--- config.mk ---
export PLATFORM = sky130hd
export DESIGN_NAME = display_7seg_mux_n
export DESIGN_NICKNAME = d
export VERILOG_FILES = /design/src/rtl/display_7seg_mux_n.sv
export SDC_FILE = /design/constraint.sdc
export NUM_CORES = 1
export LEC_CHECK = 0
export BUFFER_PORTS_ARGS = -buffer_cell sky130_fd_sc_hd__buf_4
export CAP_MARGIN = 15
export CORE_MARGIN = 5
export CORE_UTILIZATION = 48
export DETAILED_ROUTE_END_ITERATION = 7
export PLACE_DENSITY = 0.7
export SYNTH_ARGS = -nofsm -noshare
export SYNTH_HDL_FRONTEND = slang
export SYNTH_SLANG_ARGS = --single-unit
--- constraint.sdc ---
create_clock -name clk_i -period 2.85 [get_ports clk_i]
set_input_delay 0.57 -clock clk_i [delete_from_list [all_inputs] [get_ports clk_i]]
set_output_delay 0.57 -clock clk_i [all_outputs]
set_load 0.005 [all_outputs]
--- src/rtl/display_7seg_mux_n.sv ---
// Multiplexed common-anode seven-segment driver with refresh prescaler, per-digit DP,
// leading-zero blanking and optional PWM brightness (enable with DISP_BRIGHTNESS_EN).
module display_7seg_mux_n #(
   parameter int NUM_DIGITS  = 8,
   parameter int REFRESH_DIV = 100000
) (
   input  logic                    clk_i,
   input  logic                    reset_n_i,
   input  logic [4*NUM_DIGITS-1:0] dato_i,
   input  logic [NUM_DIGITS-1:0]   dp_i,
   input  logic                    we_i,
   input  logic                    blank_lz_i,
   input  logic [3:0]              brightness_i,
   output logic [NUM_DIGITS-1:0]   an_o,
   output logic [6:0]              seg_o,
   output logic                    dp_o
);

   localparam int TICK_N = REFRESH_DIV / 16;
   localparam int TICK_W = (TICK_N > 1) ? $clog2(TICK_N) : 1;
   localparam int IDX_W  = (NUM_DIGITS > 1) ? $clog2(NUM_DIGITS) : 1;
   localparam logic [TICK_W-1:0] TICK_LAST = TICK_W'(TICK_N - 1);
   localparam logic [IDX_W-1:0]  IDX_LAST  = IDX_W'(NUM_DIGITS - 1);

   logic [4*NUM_DIGITS-1:0] data_q;
   logic [NUM_DIGITS-1:0]   dp_q;
   logic [TICK_W-1:0]       tick_q;
   logic [3:0]              phase_q;
   logic [IDX_W-1:0]        idx_q;

   logic [NUM_DIGITS-1:0]   zero_from;
   logic [3:0]              cur_nib;
   logic                    cur_dp;
   logic                    cur_zero;
   logic                    blank;
   logic                    lit;
   logic                    show;
   logic [NUM_DIGITS-1:0]   an_d;
   logic [6:0]              seg_d;
   logic                    dp_d;

   function automatic logic [6:0] hex_glyph(input logic [3:0] n);
      case (n)
         4'h0: hex_glyph = 7'h40;
         4'h1: hex_glyph = 7'h79;
         4'h2: hex_glyph = 7'h24;
         4'h3: hex_glyph = 7'h30;
         4'h4: hex_glyph = 7'h19;
         4'h5: hex_glyph = 7'h12;
         4'h6: hex_glyph = 7'h02;
         4'h7: hex_glyph = 7'h78;
         4'h8: hex_glyph = 7'h00;
         4'h9: hex_glyph = 7'h10;
         4'hA: hex_glyph = 7'h08;
         4'hB: hex_glyph = 7'h03;
         4'hC: hex_glyph = 7'h46;
         4'hD: hex_glyph = 7'h21;
         4'hE: hex_glyph = 7'h06;
         default: hex_glyph = 7'h0E;
      endcase
   endfunction

   always_ff @(posedge clk_i or negedge reset_n_i) begin
      if (!reset_n_i) begin
         data_q <= '0;
         dp_q   <= '0;
      end else if (we_i) begin
         data_q <= dato_i;
         dp_q   <= dp_i;
      end
   end

   // tick -> phase (16 per digit) -> digit index; one digit dwells REFRESH_DIV cycles
   always_ff @(posedge clk_i or negedge reset_n_i) begin
      if (!reset_n_i) begin
         tick_q  <= '0;
         phase_q <= '0;
         idx_q   <= '0;
      end else if (tick_q == TICK_LAST) begin
         tick_q  <= '0;
         phase_q <= phase_q + 4'd1;
         if (phase_q == 4'hF)
            idx_q <= (idx_q == IDX_LAST) ? '0 : idx_q + 1'b1;
      end else begin
         tick_q <= tick_q + 1'b1;
      end
   end

   // zero_from[k]: nibbles k..top are all zero
   always_comb begin
      logic above;
      above     = 1'b1;
      zero_from = '0;
      for (int k = NUM_DIGITS - 1; k >= 0; k--) begin
         above        = above & (data_q[4*k +: 4] == 4'h0);
         zero_from[k] = above;
      end
   end

   always_comb begin
      cur_nib  = '0;
      cur_dp   = 1'b0;
      cur_zero = 1'b0;
      for (int k = 0; k < NUM_DIGITS; k++) begin
         if (IDX_W'(k) == idx_q) begin
            cur_nib  = data_q[4*k +: 4];
            cur_dp   = dp_q[k];
            cur_zero = zero_from[k];
         end
      end
   end

`ifdef DISP_BRIGHTNESS_EN
   assign lit = (phase_q <= brightness_i);
`else
   logic unused_brightness;
   assign unused_brightness = ^brightness_i;
   assign lit = 1'b1;
`endif

   assign blank = blank_lz_i && (idx_q != '0) && cur_zero && !cur_dp;
   assign show  = lit && !blank;

   always_comb begin
      an_d = '1;
      for (int k = 0; k < NUM_DIGITS; k++)
         an_d[k] = !(show && (IDX_W'(k) == idx_q));
      seg_d = blank ? 7'h7F : hex_glyph(cur_nib);
      dp_d  = !(show && cur_dp);
   end

   always_ff @(posedge clk_i or negedge reset_n_i) begin
      if (!reset_n_i) begin
         an_o  <= '1;
         seg_o <= 7'h7F;
         dp_o  <= 1'b1;
      end else begin
         an_o  <= an_d;
         seg_o <= seg_d;
         dp_o  <= dp_d;
      end
   end

endmodule

## Yosys cells after proc, flatten, opt, wreduce, memory -nomap -nowiden

Memories as Yosys holds them, arrays and structs flattened.
Cells that the tools add are included.

| operators by class | value |
|---|---|
| add/sub/neg operators | 3 |
| equality and inequality tests | 10 |
| muxes and demuxes | 27 |
| bitwise operators | 7 |
| reduce and logical (&&, ||, !) cells | 34 |

Operators by type and width:

| cell | count |
|---|---|
| 4-bit zero test | 8 |
| 4-bit 2-to-1 mux | 8 |
| 1-bit 2-to-1 mux | 16 |
| 13-bit by 1-bit adder with 13-bit output, second input constant | 1 |
| 13-bit equality test, second input constant | 1 |
| 13-bit 2-to-1 mux | 1 |
| 3-bit equality test, first input constant | 4 |
| 1-bit logical AND | 12 |
| 1-bit zero test | 11 |
| 1-bit AND | 7 |
| 7-bit 2-to-1 mux | 1 |
| 2-bit by 3-bit equality test with 1-bit output, first input constant | 2 |
| 4-bit by 1-bit adder with 4-bit output, second input constant | 1 |
| 4-bit equality test, second input constant | 1 |
| 3-bit by 1-bit adder with 3-bit output, second input constant | 1 |
| 1-bit by 3-bit equality test with 1-bit output, first input constant | 1 |
| 3-bit equality test, second input constant | 1 |
| 3-bit zero test | 1 |
| 3-bit 2-to-1 mux | 1 |
| 3-bit nonzero test | 1 |
| 2-bit AND reduction | 1 |

| storage, ports and cells | value |
|---|---|
| register bits after elaboration | 76 |
| bits in read-only memories | 112 |
| bits of input ports | 48 |
| output and inout bits | 16 |
| word-level logic and storage cells | 90 |
| memories | 1 |

Memories:

| name | depth | bits a word | rd ports | clocked after memory_dff | write ports | line | RTL |
|---|---|---|---|---|---|---|---|
| (no name shown) | 16 | 7 | 1 | 0 | 0 | 43 | `case (n)` |

## Logic depth before layout (Yosys ltp)

Gate-level depths: netlist (run 1).

| depth | value |
|---|---|
| word-level depth | 21 |
| gate-level depth with buffers | 15 |
| depth with buffers taken out | 13 |

## Worst setup path after synthesis (run 1)

OpenSTA, ideal clock, no wires.

| timing | value |
|---|---|
| kind | register -> register |
| start | register idx_q[2] |
| end | register seg_o[3] |
| setup time | 0.060 ns |
| arrival time | 2.718 ns |
| data required time | 2.790 ns |
| setup slack | 0.072 ns |
| stages on the path, launching flop included | 16 |
| buffers on the path | 2 |
| clock period less this slack | 2.778 ns |
| cell sequence | dfrtp_1 inv_2 clkbuf_1 ha_1 clkbuf_1 nand2_1 a32oi_1 a21oi_1 o21a_1 a21oi_2 inv_1 ha_1 inv_1 mux2i_1 mux2_2 nand2_1 |

| between the ends | value |
|---|---|
| cells in the longest elaborated chain, start to end | 12 |
| elaborated cells on any way between the ends | 39 |
| those cells by class | eq/ne (7); mux (25); reduce/logical (6); memory (1) |

Ends and longest elaborated chain:

| what | line | RTL |
|---|---|---|
| start, declared | 29 | `logic [IDX_W-1:0] idx_q;` |
| start signal, assigned | 83 | `idx_q <= (idx_q == IDX_LAST) ? '0 : idx_q + 1'b1;` |
| branches (longest 11 deep; another with memory read 16 x 7 bit) | - |  |
| 7-bit 2-to-1 mux * | 128 | `seg_d = blank ? 7'h7F : hex_glyph(cur_nib);` |
| named net seg_d[3] | 39 | `logic [6:0] seg_d;` |
| end signal, assigned | 139 | `seg_o <= seg_d;` |
| end, declared | 15 | `output logic [6:0] seg_o,` |

Mark *: on every way through the listed nets, which the timed path passes.
A chain may end at the register's enable or synchronous reset.

## Worst setup path after layout (run 1)

| timing | value |
|---|---|
| start | register idx_q[0] |
| end | register seg_o[3] |

The elaborated chain is that of the path after synthesis.

==> results.yml, run 1 <==
timing:
  final-setup-viol-count: 0
  hold_viol: 0
  finClkSkew_ns: 0.008339
  fin_ws_ns: 0.1715
  maxSlewViolCount: 0
  rsz0062_at_grt: "false"
  fin_setup_tns_ns: 0
  post-route-period-util: 0.9398
  worstMarginPinSlew_ns: 0.9312
  fmax_mhz: 373.3
  period_needed_ns: 2.679
  slew_headroom: 0.3792
power:
  pwr-share-comb: 0.113
  swShare: 0.2259
  p_leak_nw: 2.075
  internal-power_mw: 1.920
  ir_drop_mv: 0.2720
  power.switching_mw: 0.5601
  power_frac_seq: 0.489
  clock_power_share: 0.398
  power_density_nw_per_um2: 537.8
worst_setup_path:
  crit_chain: "ha_1 > ha_2 > or2_1 > a221oi_1 > o22ai_1 > a21oi_2 > inv_1 > ha_1 > inv_1 > mux2i_1 > mux2_2 > nand2_1"
  cp_slowest_cell: "dfrtp_1"
  worstSetupPathType: "flop to flop"
  max_stage_delay_ns: 0.40
  endpoint_kind: "flop"
  cp_data_arrival_time_ns: 2.98
  worstPathRequired_ns: 3.15
  cp-start-kind: "flop"
  path_max_fanout: 5
clock_tree:
  clk_latency_ns: 0.35
  cts_inserted_buffers: 9
  clockBufferDepth: 2
  h-tree-depth: 3
  cts_sinks: 76
  tritoncts: "built"
  root_buffer: "clkbuf_8"
  cts_hold_buf: 0
  path_clk_slew_ns: 0.08
detailed_routing:
  via_per_inst: 5.325
  num_vias: 2785
  dr.pass1.iters: 4
  route.detailed.drc: 0
  first_iter_violations: 129
  drtAntennaViolNets: 0
  wire_per_inst_microns: 14.83
  wl_mm: 7.756
global_route:
  gr-usage-all-layers: 0.1686
  grt_overflow: 0
  grt_busiest_layer: "met2"
  grtUsageMet1: 0.2303
  met2_usage: 0.2595
  grtUsageMet3: 0.03963
  grt_max_degree: 77
  grt_pass1_wl_mm: 13.28
  antenna_found_initial: 0
  grt_pass1_vias: 2785
layout:
  area_growth_pct: 22.30
  nNetsFinal: 479
  drive_gt1_frac: 0.3492
  antenna_cells: 0
  fin_area_sq_um: 4611
  final_cell_mix: "buf_4 (71), dfrtp_1 (60), nand2_1 (40), mux2_2 (31), inv_1 (19)"
  layout_commonest_cell: "buf_4"
die:
  core_area_sq_um: 7687
  std_cell_rows: 32
  io_pins: 64
  die_x_microns: 98.62
  fp.dieH_microns: 98.62
  start_util: 0.4904
  dieArea_sq_um: 9726
synth:
  syn_area_sq_um: 3770
  synth_area_leaders: "dfrtp_1 (40%), dfstp_2 (11%), mux2_2 (9.3%)"
  synth_warnings: 0
  synthFlopType: "dfrtp_1"
  avgSynthCellArea_sq_um: 10.74
  synth_edf_count: 0
  synthCells: 351
  syn_nets: 414
  seq_area_frac_synth: 0.5098
  async_reset_ff_frac: 1.000
  ys_types: 52
  yosys.area.top_type: "dfrtp_1"
  yosysTopAreaCellShare: 0.3983
  ys_ff_latch: 76
place:
  numPortBuffers: 59
  gp_congestion: 0.9079
  place_ws_ns: 0.1289
  place_area_sq_um: 4344
  dp_hpwl_mm: 5.649
hold_path:
  hp-class: "input port to asynchronous set/reset pin"
status:
  status: "complete, no violations"
job:
  drv_cap: 0
==> routing by layer <==
metal	vias up	share of wire
li1	1356	-
met1	1333	0.46
met2	83	0.46
met3	13	0.063
met4	0	0.018
met5	-	0
==> sequential cells by signal, summed over array words and instances (netlist names) <==
signal and cells:
an_o 8, data_q 32, dp_o 1, dp_q 8
idx_q 3, phase_q 4, seg_o 7, tick_q 13
==> final timing paths <==
kind	endpoint	cells past startpoint	slack, ns	startpoint
worst max-delay path	seg_o[3]$_DFF_PN1_	12	0.17	idx_q[0]$_DFFE_PN0P_
worst min-delay path	data_q[16]$_DFFE_PN0P_	1	0.33	reset_n_i
worst max register to register	seg_o[3]$_DFF_PN1_	12	0.17	idx_q[0]$_DFFE_PN0P_
worst min register to register	phase_q[3]$_DFFE_PN0N_	1	0.49	phase_q[3]$_DFFE_PN0N_
max in group asynchronous	data_q[14]$_DFFE_PN0P_	1	1.89	reset_n_i
min in group clk_i	data_q[10]$_DFFE_PN0P_	3	0.42	dato_i[10]
==> synth_stat cells, types with 2 or more instances <==
cell / instances
buf_1: 3
xor2_1: 8
nand2b_1: 3
or4_1: 3
buf_2: 6
nand3_1: 12
a31oi_1: 5
nand2_1: 40
o21a_1: 2
o21ai_0: 16
a221oi_1: 4
mux2_1: 3
and3_1: 3
o221ai_1: 2
or3_1: 3
buf_6: 2
inv_1: 19
xnor2_1: 6
o21ai_1: 6
dfstp_2: 16
mux2_2: 31
and2_1: 2
dfrtp_1: 60
a21oi_1: 16
a21oi_2: 3
ha_1: 15
nor2_1: 16
nand3b_1: 3
a211oi_1: 2
nor3_1: 2
nor4_1: 5
mux2i_1: 4
nand4_1: 4
clkbuf_1: 6
o22ai_1: 3
==> worst max-delay path, delay by kind of cell (launching register included) <==
family,cells,cell delay [ns]
AOI/OAI and AO/OA,3,0.70
DFF,1,0.40
adders and majority gates,3,0.71
and+or+nand+nor,2,0.31
muxes,2,0.32
buffers and inverters,2,0.18
==> repair_timing <==
action,4_1_cts,5_1_grt
endpoints found under the setup margin,0,6
setup buffers,0,0
gates resized for setup,0,7
==> logic make-up after synthesis <==
family | Yosys count | synth area share
AOI/OAI and AO/OA | 68 | 0.1129
xor gates and xnor gates | 14 | 0.03253
adders and majority gates | 15 | 0.04978
buffers and inverters | 37 | 0.04281
DFF | 76 | 0.5098
muxes | 38 | 0.1122
and+or+nand+nor | 103 | 0.1401
==> per-stage QoR <==
step           cells  total power, mW  hold WS [ns]    util
2_1_floorplan    351            1.373        0.2744       -
3_3_place_gp     507            1.506        0.4670  0.5651
3_5_place_dp     507            1.514        0.4841  0.5651
4_1_cts          523            2.504        0.3771  0.5965
5_1_grt          523            2.584        0.4220  0.5998
6_report         523            2.480        0.3314  0.5998
==> power by group through the flow <==
stage                     Sequential, mW  Combinational (mW)  Clock (mW)
after detailed placement            1.23               0.281           0
final                               1.21               0.280       0.986
after global placement              1.23               0.274           0
after global routing                1.22               0.312        1.05
after CTS                           1.21               0.281        1.01
after floorplan                     1.22               0.154           0
==> layout make-up <==
cell class / count / area (sq um)
sequential: 76 / 1922
multi-input combinational: 238 / 1712
clock inverter: 5 / 100.1
fill: 648 / 3077
timing repair buffer: 71 / 533.0
tap: 102 / 127.6
clock buffer: 11 / 141.4
inverter: 20 / 75.07
(Power assumes the default switching activity.)
==> inputs of run 2 (changes only) <==
Settings changed: CELL_PAD_IN_SITES_DETAIL_PLACEMENT set to 1, CELL_PAD_IN_SITES_GLOBAL_PLACEMENT set to 1, CORE_UTILIZATION 48 to 44, PLACE_DENSITY 0.7 to 0.77.
Clock period 2.85 ns to 2.5 ns, I/O delays scaled along.
==> results.yml, run 2 (synthesis gave the netlist of run 1 again) <==
status:
  status: "finished, violations left"
  violations: "setup timing"
global_route:
  antenna_found_initial: 0
  grt_max_degree: 51
  grt_pass1_vias: 3299
  gr-usage-all-layers: 0.2017
  grt_pass1_wl_mm: 16.40
  grt_overflow: 0
timing:
  fmax_mhz: 394.7
  fin_setup_tns_ns: -0.07701
  worstMarginPinSlew_ns: 0.6043
  rsz0062_at_grt: "true"
  final-setup-viol-count: 3
  post-route-period-util: 1.013
  slew_headroom: 0.5972
  finClkSkew_ns: 0.01437
  fin_ws_ns: -0.03360
  maxSlewViolCount: 0
  period_needed_ns: 2.534
  hold_viol: 0
worst_setup_path:
  worstPathRequired_ns: 2.78
  max_stage_delay_ns: 0.48
  crit_chain: "ha_4 > buf_4 > ha_1 > buf_4 > or3_1 > o21ai_2 > a21oi_2 > buf_6 > or3_1 > o21ai_1 > o21ai_1"
  worstSetupPathType: "flop to flop"
  path_max_fanout: 9
  endpoint_kind: "flop"
  cp_slowest_cell: "dfrtp_2"
  cp-start-kind: "flop"
  cp_data_arrival_time_ns: 2.81
  path_buf_inv: 3
  worst-path-stages: 11
  reg2reg_depth: 11
  crit_family: "simple AND/OR/NAND/NOR gates"
layout:
  largest_register: "data_q"
  nNetsFinal: 515
  fill_cells: 892
  drive_gt1_frac: 0.4836
  layout_commonest_cell: "buf_4"
  seqCellArea_sq_um: 1923
  area_growth_pct: 35.98
  final_cell_mix: "buf_4 (99), dfrtp_1 (59), nand2_1 (37), mux2_2 (31), dfstp_2 (16)"
  reg.largest.list: "data_q x32, tick_q x13"
  multi_input_area_sq_um: 1933
  antenna_cells: 0
  largest_reg_flops: 32
die:
  io_pins: 64
  core_area_sq_um: 8299
  fp.dieH_microns: 102.6
  die_x_microns: 102.6
  start_util: 0.4542
  dieArea_sq_um: 10520
  std_cell_rows: 33
detailed_routing:
  drt-met1-wl_mm: 4.388
  num_vias: 3064
  wl_mm: 10.61
  first_iter_violations: 91
  dr.pass1.iters: 4
  maxUsedRoutingLayer: "met4"
  drtAntennaViolNets: 0
  wl_met3_microns: 476
  route.detailed.drc: 0
  met2RoutedLength_mm: 5.586
  wire_per_inst_microns: 18.89
  via_per_inst: 5.452
place:
  place_ws_ns: -0.1947
  numPortBuffers: 59
  gp_congestion: 0.8372
  dp_hpwl_mm: 7.082
job:
  drv_cap: 0
clock_tree:
  tritoncts: "built"
  clk_latency_ns: 0.36
  root_buffer: "clkbuf_8"
  h-tree-depth: 3
  clockBufferDepth: 2
  cts_hold_buf: 0
  cts_sinks: 76
  path_clk_slew_ns: 0.09
  cts_inserted_buffers: 9
hold_path:
  hp-class: "input port to asynchronous set/reset pin"
power:
  power_density_nw_per_um2: 535.3
  ir_drop_mv: 0.3592
  p_leak_nw: 2.286
[run 2: cell count changes in the layout (fill, tap and decap cells not counted), sizes merged]
cell and delta:
clkinvlp +1, buf +36, clkbuf -2, clkinv +3, bufinv -2
[run 2: repair_timing]
item                       in CTS  in global routing
buffers inserted                6                  5
gates resized for setup        31                 31
pin swaps                       6                 26
setup endpoints to repair      11                 13
[run 2: final timing paths]
kind,from,slack (ns),to
min reg2reg,dp_q[7]$_DFFE_PN0P_,0.47,dp_o$_DFF_PN1_
max in group asynchronous,reset_n_i,1.68,an_o[7]$_DFF_PN1_
max,idx_q[1]$_DFFE_PN0P_,-0.03,seg_o[0]$_DFF_PN1_
min,reset_n_i,0.16,data_q[11]$_DFFE_PN0P_
max reg2reg,idx_q[1]$_DFFE_PN0P_,-0.03,seg_o[0]$_DFF_PN1_
min in group clk_i,dp_i[4],0.36,dp_q[4]$_DFFE_PN0P_
[run 2: metal layers]
| metal | track usage | vias to the layer above |
|---|---|---|
| met3 | 0.04195 | 15 |
| met5 | 0 | - |
| met4 | 0.06256 | 0 |
| li1 | - | 1440 |
| met1 | 0.2544 | 1529 |
| met2 | 0.3476 | 80 |
[run 2: area by class of cell]
type / count / share of cell area
clock buffer: 9 / 0.02416
tap: 105 / 0.02563
sequential: 76 / 0.3752
multi-input combinational: 238 / 0.3771
clock inverter: 7 / 0.01513
timing repair buffer: 107 / 0.1677
inverter: 20 / 0.01513
[run 2: where the power goes]
part | switching, mW | internal [mW]
Sequential | 0.0593 | 1.33
Combinational | 0.185 | 0.215
Clock | 0.490 | 0.466
Total | 0.734 | 2.01
[run 2: metrics by stage]
step | hold slack [ns] | util | power, mW | cell area [sq um] | cells
after detailed placement | 0.4663 | 0.5519 | 1.765 | 4581 | 536
after CTS | 0.1655 | 0.5967 | 2.743 | 4952 | 557
after global placement | 0.4600 | 0.5519 | 1.746 | 4581 | 536
after global routing | 0.1891 | 0.6177 | 2.876 | 5126 | 562
after floorplan | 0.2044 | - | 1.566 | 3777 | 351
final | 0.1558 | 0.6177 | 2.744 | 5126 | 562
==> inputs of run 3 (changes only) <==
Settings changed: SETUP_SLACK_MARGIN set to 0.2.
==> results.yml, run 3 (synthesis gave the netlist of run 1 again) <==
clock_tree:
  cts_inserted_buffers: 9
  path_clk_slew_ns: 0.09
  clk_latency_ns: 0.35
  cts_hold_buf: 0
  clockBufferDepth: 2
  root_buffer: "clkbuf_8"
  tritoncts: "built"
  h-tree-depth: 3
  cts_sinks: 76
timing:
  final-setup-viol-count: 0
  post-route-period-util: 0.9881
  fin_setup_tns_ns: 0
  period_needed_ns: 2.470
  hold_viol: 0
  rsz0062_at_grt: "true"
  fin_ws_ns: 0.02969
  worstMarginPinSlew_ns: 0.6083
  fmax_mhz: 404.8
  finClkSkew_ns: 0.01766
  slew_headroom: 0.5945
  maxSlewViolCount: 0
worst_setup_path:
  worstPathRequired_ns: 2.75
  r2r-start: "idx_q[0]$_DFFE_PN0P_"
  cp-start-kind: "flop"
  cp_data_arrival_time_ns: 2.72
  path_buf_inv: 2
  worstSetupPathType: "flop to flop"
  endpoint_kind: "flop"
  crit_family: "compound AO/OA/AOI/OAI gates"
  crit_chain: "ha_4 > ha_4 > or2_4 > a221oi_4 > o22ai_2 > a21oi_2 > inv_2 > ha_4 > inv_2 > mux2i_1 > nand2_1 > o311ai_1"
  path_max_fanout: 6
  cpMostUsedCell: "ha_4"
  reg2reg_depth: 12
  reg2reg_slack_ns: 0.03
  worstReg2RegEnd: "seg_o[1]$_DFF_PN1_"
  max_stage_delay_ns: 0.45
  cp_slowest_cell: "dfrtp_2"
job:
  drv_cap: 0
die:
  start_util: 0.4542
  core_area_sq_um: 8299
  die_x_microns: 102.6
  dieArea_sq_um: 10520
  io_pins: 64
  std_cell_rows: 33
  fp.dieH_microns: 102.6
detailed_routing:
  drtAntennaViolNets: 0
  wl_mm: 10.71
  wire_per_inst_microns: 19.12
  dr.pass1.iters: 5
  num_vias: 3097
  via_per_inst: 5.530
  first_iter_violations: 96
  route.detailed.drc: 0
place:
  gp_congestion: 0.8595
  numPortBuffers: 59
  place_ws_ns: -0.04355
  place_area_sq_um: 4526
  dp_hpwl_mm: 6.916
layout:
  final_cell_mix: "buf_4 (100), dfrtp_1 (58), nand2_1 (37), mux2_2 (30)"
  largest_register: "data_q"
  largest_reg_flops: 32
  antenna_cells: 0
  area_growth_pct: 33.19
  fill_cells: 887
  fin_area_sq_um: 5021
  layout_commonest_cell: "buf_4"
  reg.largest.list: "data_q x32, tick_q x13"
  drive_gt1_frac: 0.4615
  nNetsFinal: 513
global_route:
  grt_pass1_wl_mm: 17.37
  gr-usage-all-layers: 0.2144
  grt_pass1_vias: 3410
  antenna_found_initial: 0
  grt_max_degree: 51
  grt_overflow: 0
power:
  ir_drop_mv: 0.3076
  p_leak_nw: 2.247
  power.total_mw: 2.642
  power_density_nw_per_um2: 526.2
status:
  status: "complete, no violations"
hold_path:
  hp-class: "input port to asynchronous set/reset pin"
## run 3: routing by layer
metal / up-vias / wire length (microns) / track usage
li1: 1429 / - / -
met1: 1572 / 4448 / 0.2612
met4: 0 / 246 / 0.08375
met5: - / 0 / 0
met2: 75 / 5516 / 0.3749
met3: 21 / 498 / 0.04060
## run 3: through the flow
| step | util | hold WS, ns | instances |
|---|---|---|---|
| 2_1_floorplan | - | 0.2044 | 351 |
| 3_3_place_gp | 0.5453 | 0.4446 | 524 |
| 3_5_place_dp | 0.5453 | 0.4521 | 524 |
| 4_1_cts | 0.6008 | 0.1622 | 558 |
| 5_1_grt | 0.6050 | 0.1965 | 560 |
| 6_report | 0.6050 | 0.1454 | 560 |
## run 3: worst max-delay path by stage
stage                         startpoint                  to  slack, ns  depth (start not counted)
finish              idx_q[0]$_DFFE_PN0P_  seg_o[1]$_DFF_PN1_       0.03                         12
global route        idx_q[0]$_DFFE_PN0P_  seg_o[3]$_DFF_PN1_      -0.08                         12
CTS                 idx_q[1]$_DFFE_PN0P_  seg_o[3]$_DFF_PN1_       0.06                         12
detailed placement  idx_q[0]$_DFFE_PN0P_  seg_o[0]$_DFF_PN1_      -0.04                         11
global placement    idx_q[1]$_DFFE_PN0P_  seg_o[0]$_DFF_PN1_       0.04                         11
floorplan           idx_q[2]$_DFFE_PN0P_  seg_o[3]$_DFF_PN1_       0.16                         13
## run 3: area by class of cell
| cell class | count | area, sq um | area share |
|---|---|---|---|
| Sequential cell | 76 | 1924 | 0.3833 |
| Multi-Input combinational cell | 239 | 1921 | 0.3825 |
| Timing Repair Buffer | 104 | 792.0 | 0.1577 |
| Clock buffer | 10 | 137.6 | 0.02741 |
| Tap cell | 105 | 131.4 | 0.02616 |
| Inverter | 20 | 75.07 | 0.01495 |
| Clock inverter | 6 | 40.04 | 0.007974 |
## run 3: repair_timing
| item | 4_1_cts | 5_1_grt |
|---|---|---|
| buffers inserted | 17 | 2 |
| endpoints found under the setup margin | 10 | 13 |
| pin swaps | 18 | 8 |
| resized for setup | 30 | 7 |
| hold endpoints to repair | 0 | 0 |
| cloned | 1 | 0 |
## run 3: where the power goes
part	switching (mW)	internal (mW)	leakage (nW)
sequential	0.0589	1.33	0.902
clock	0.467	0.386	0.0920
combinational	0.185	0.217	1.25
total	0.711	1.93	2.25
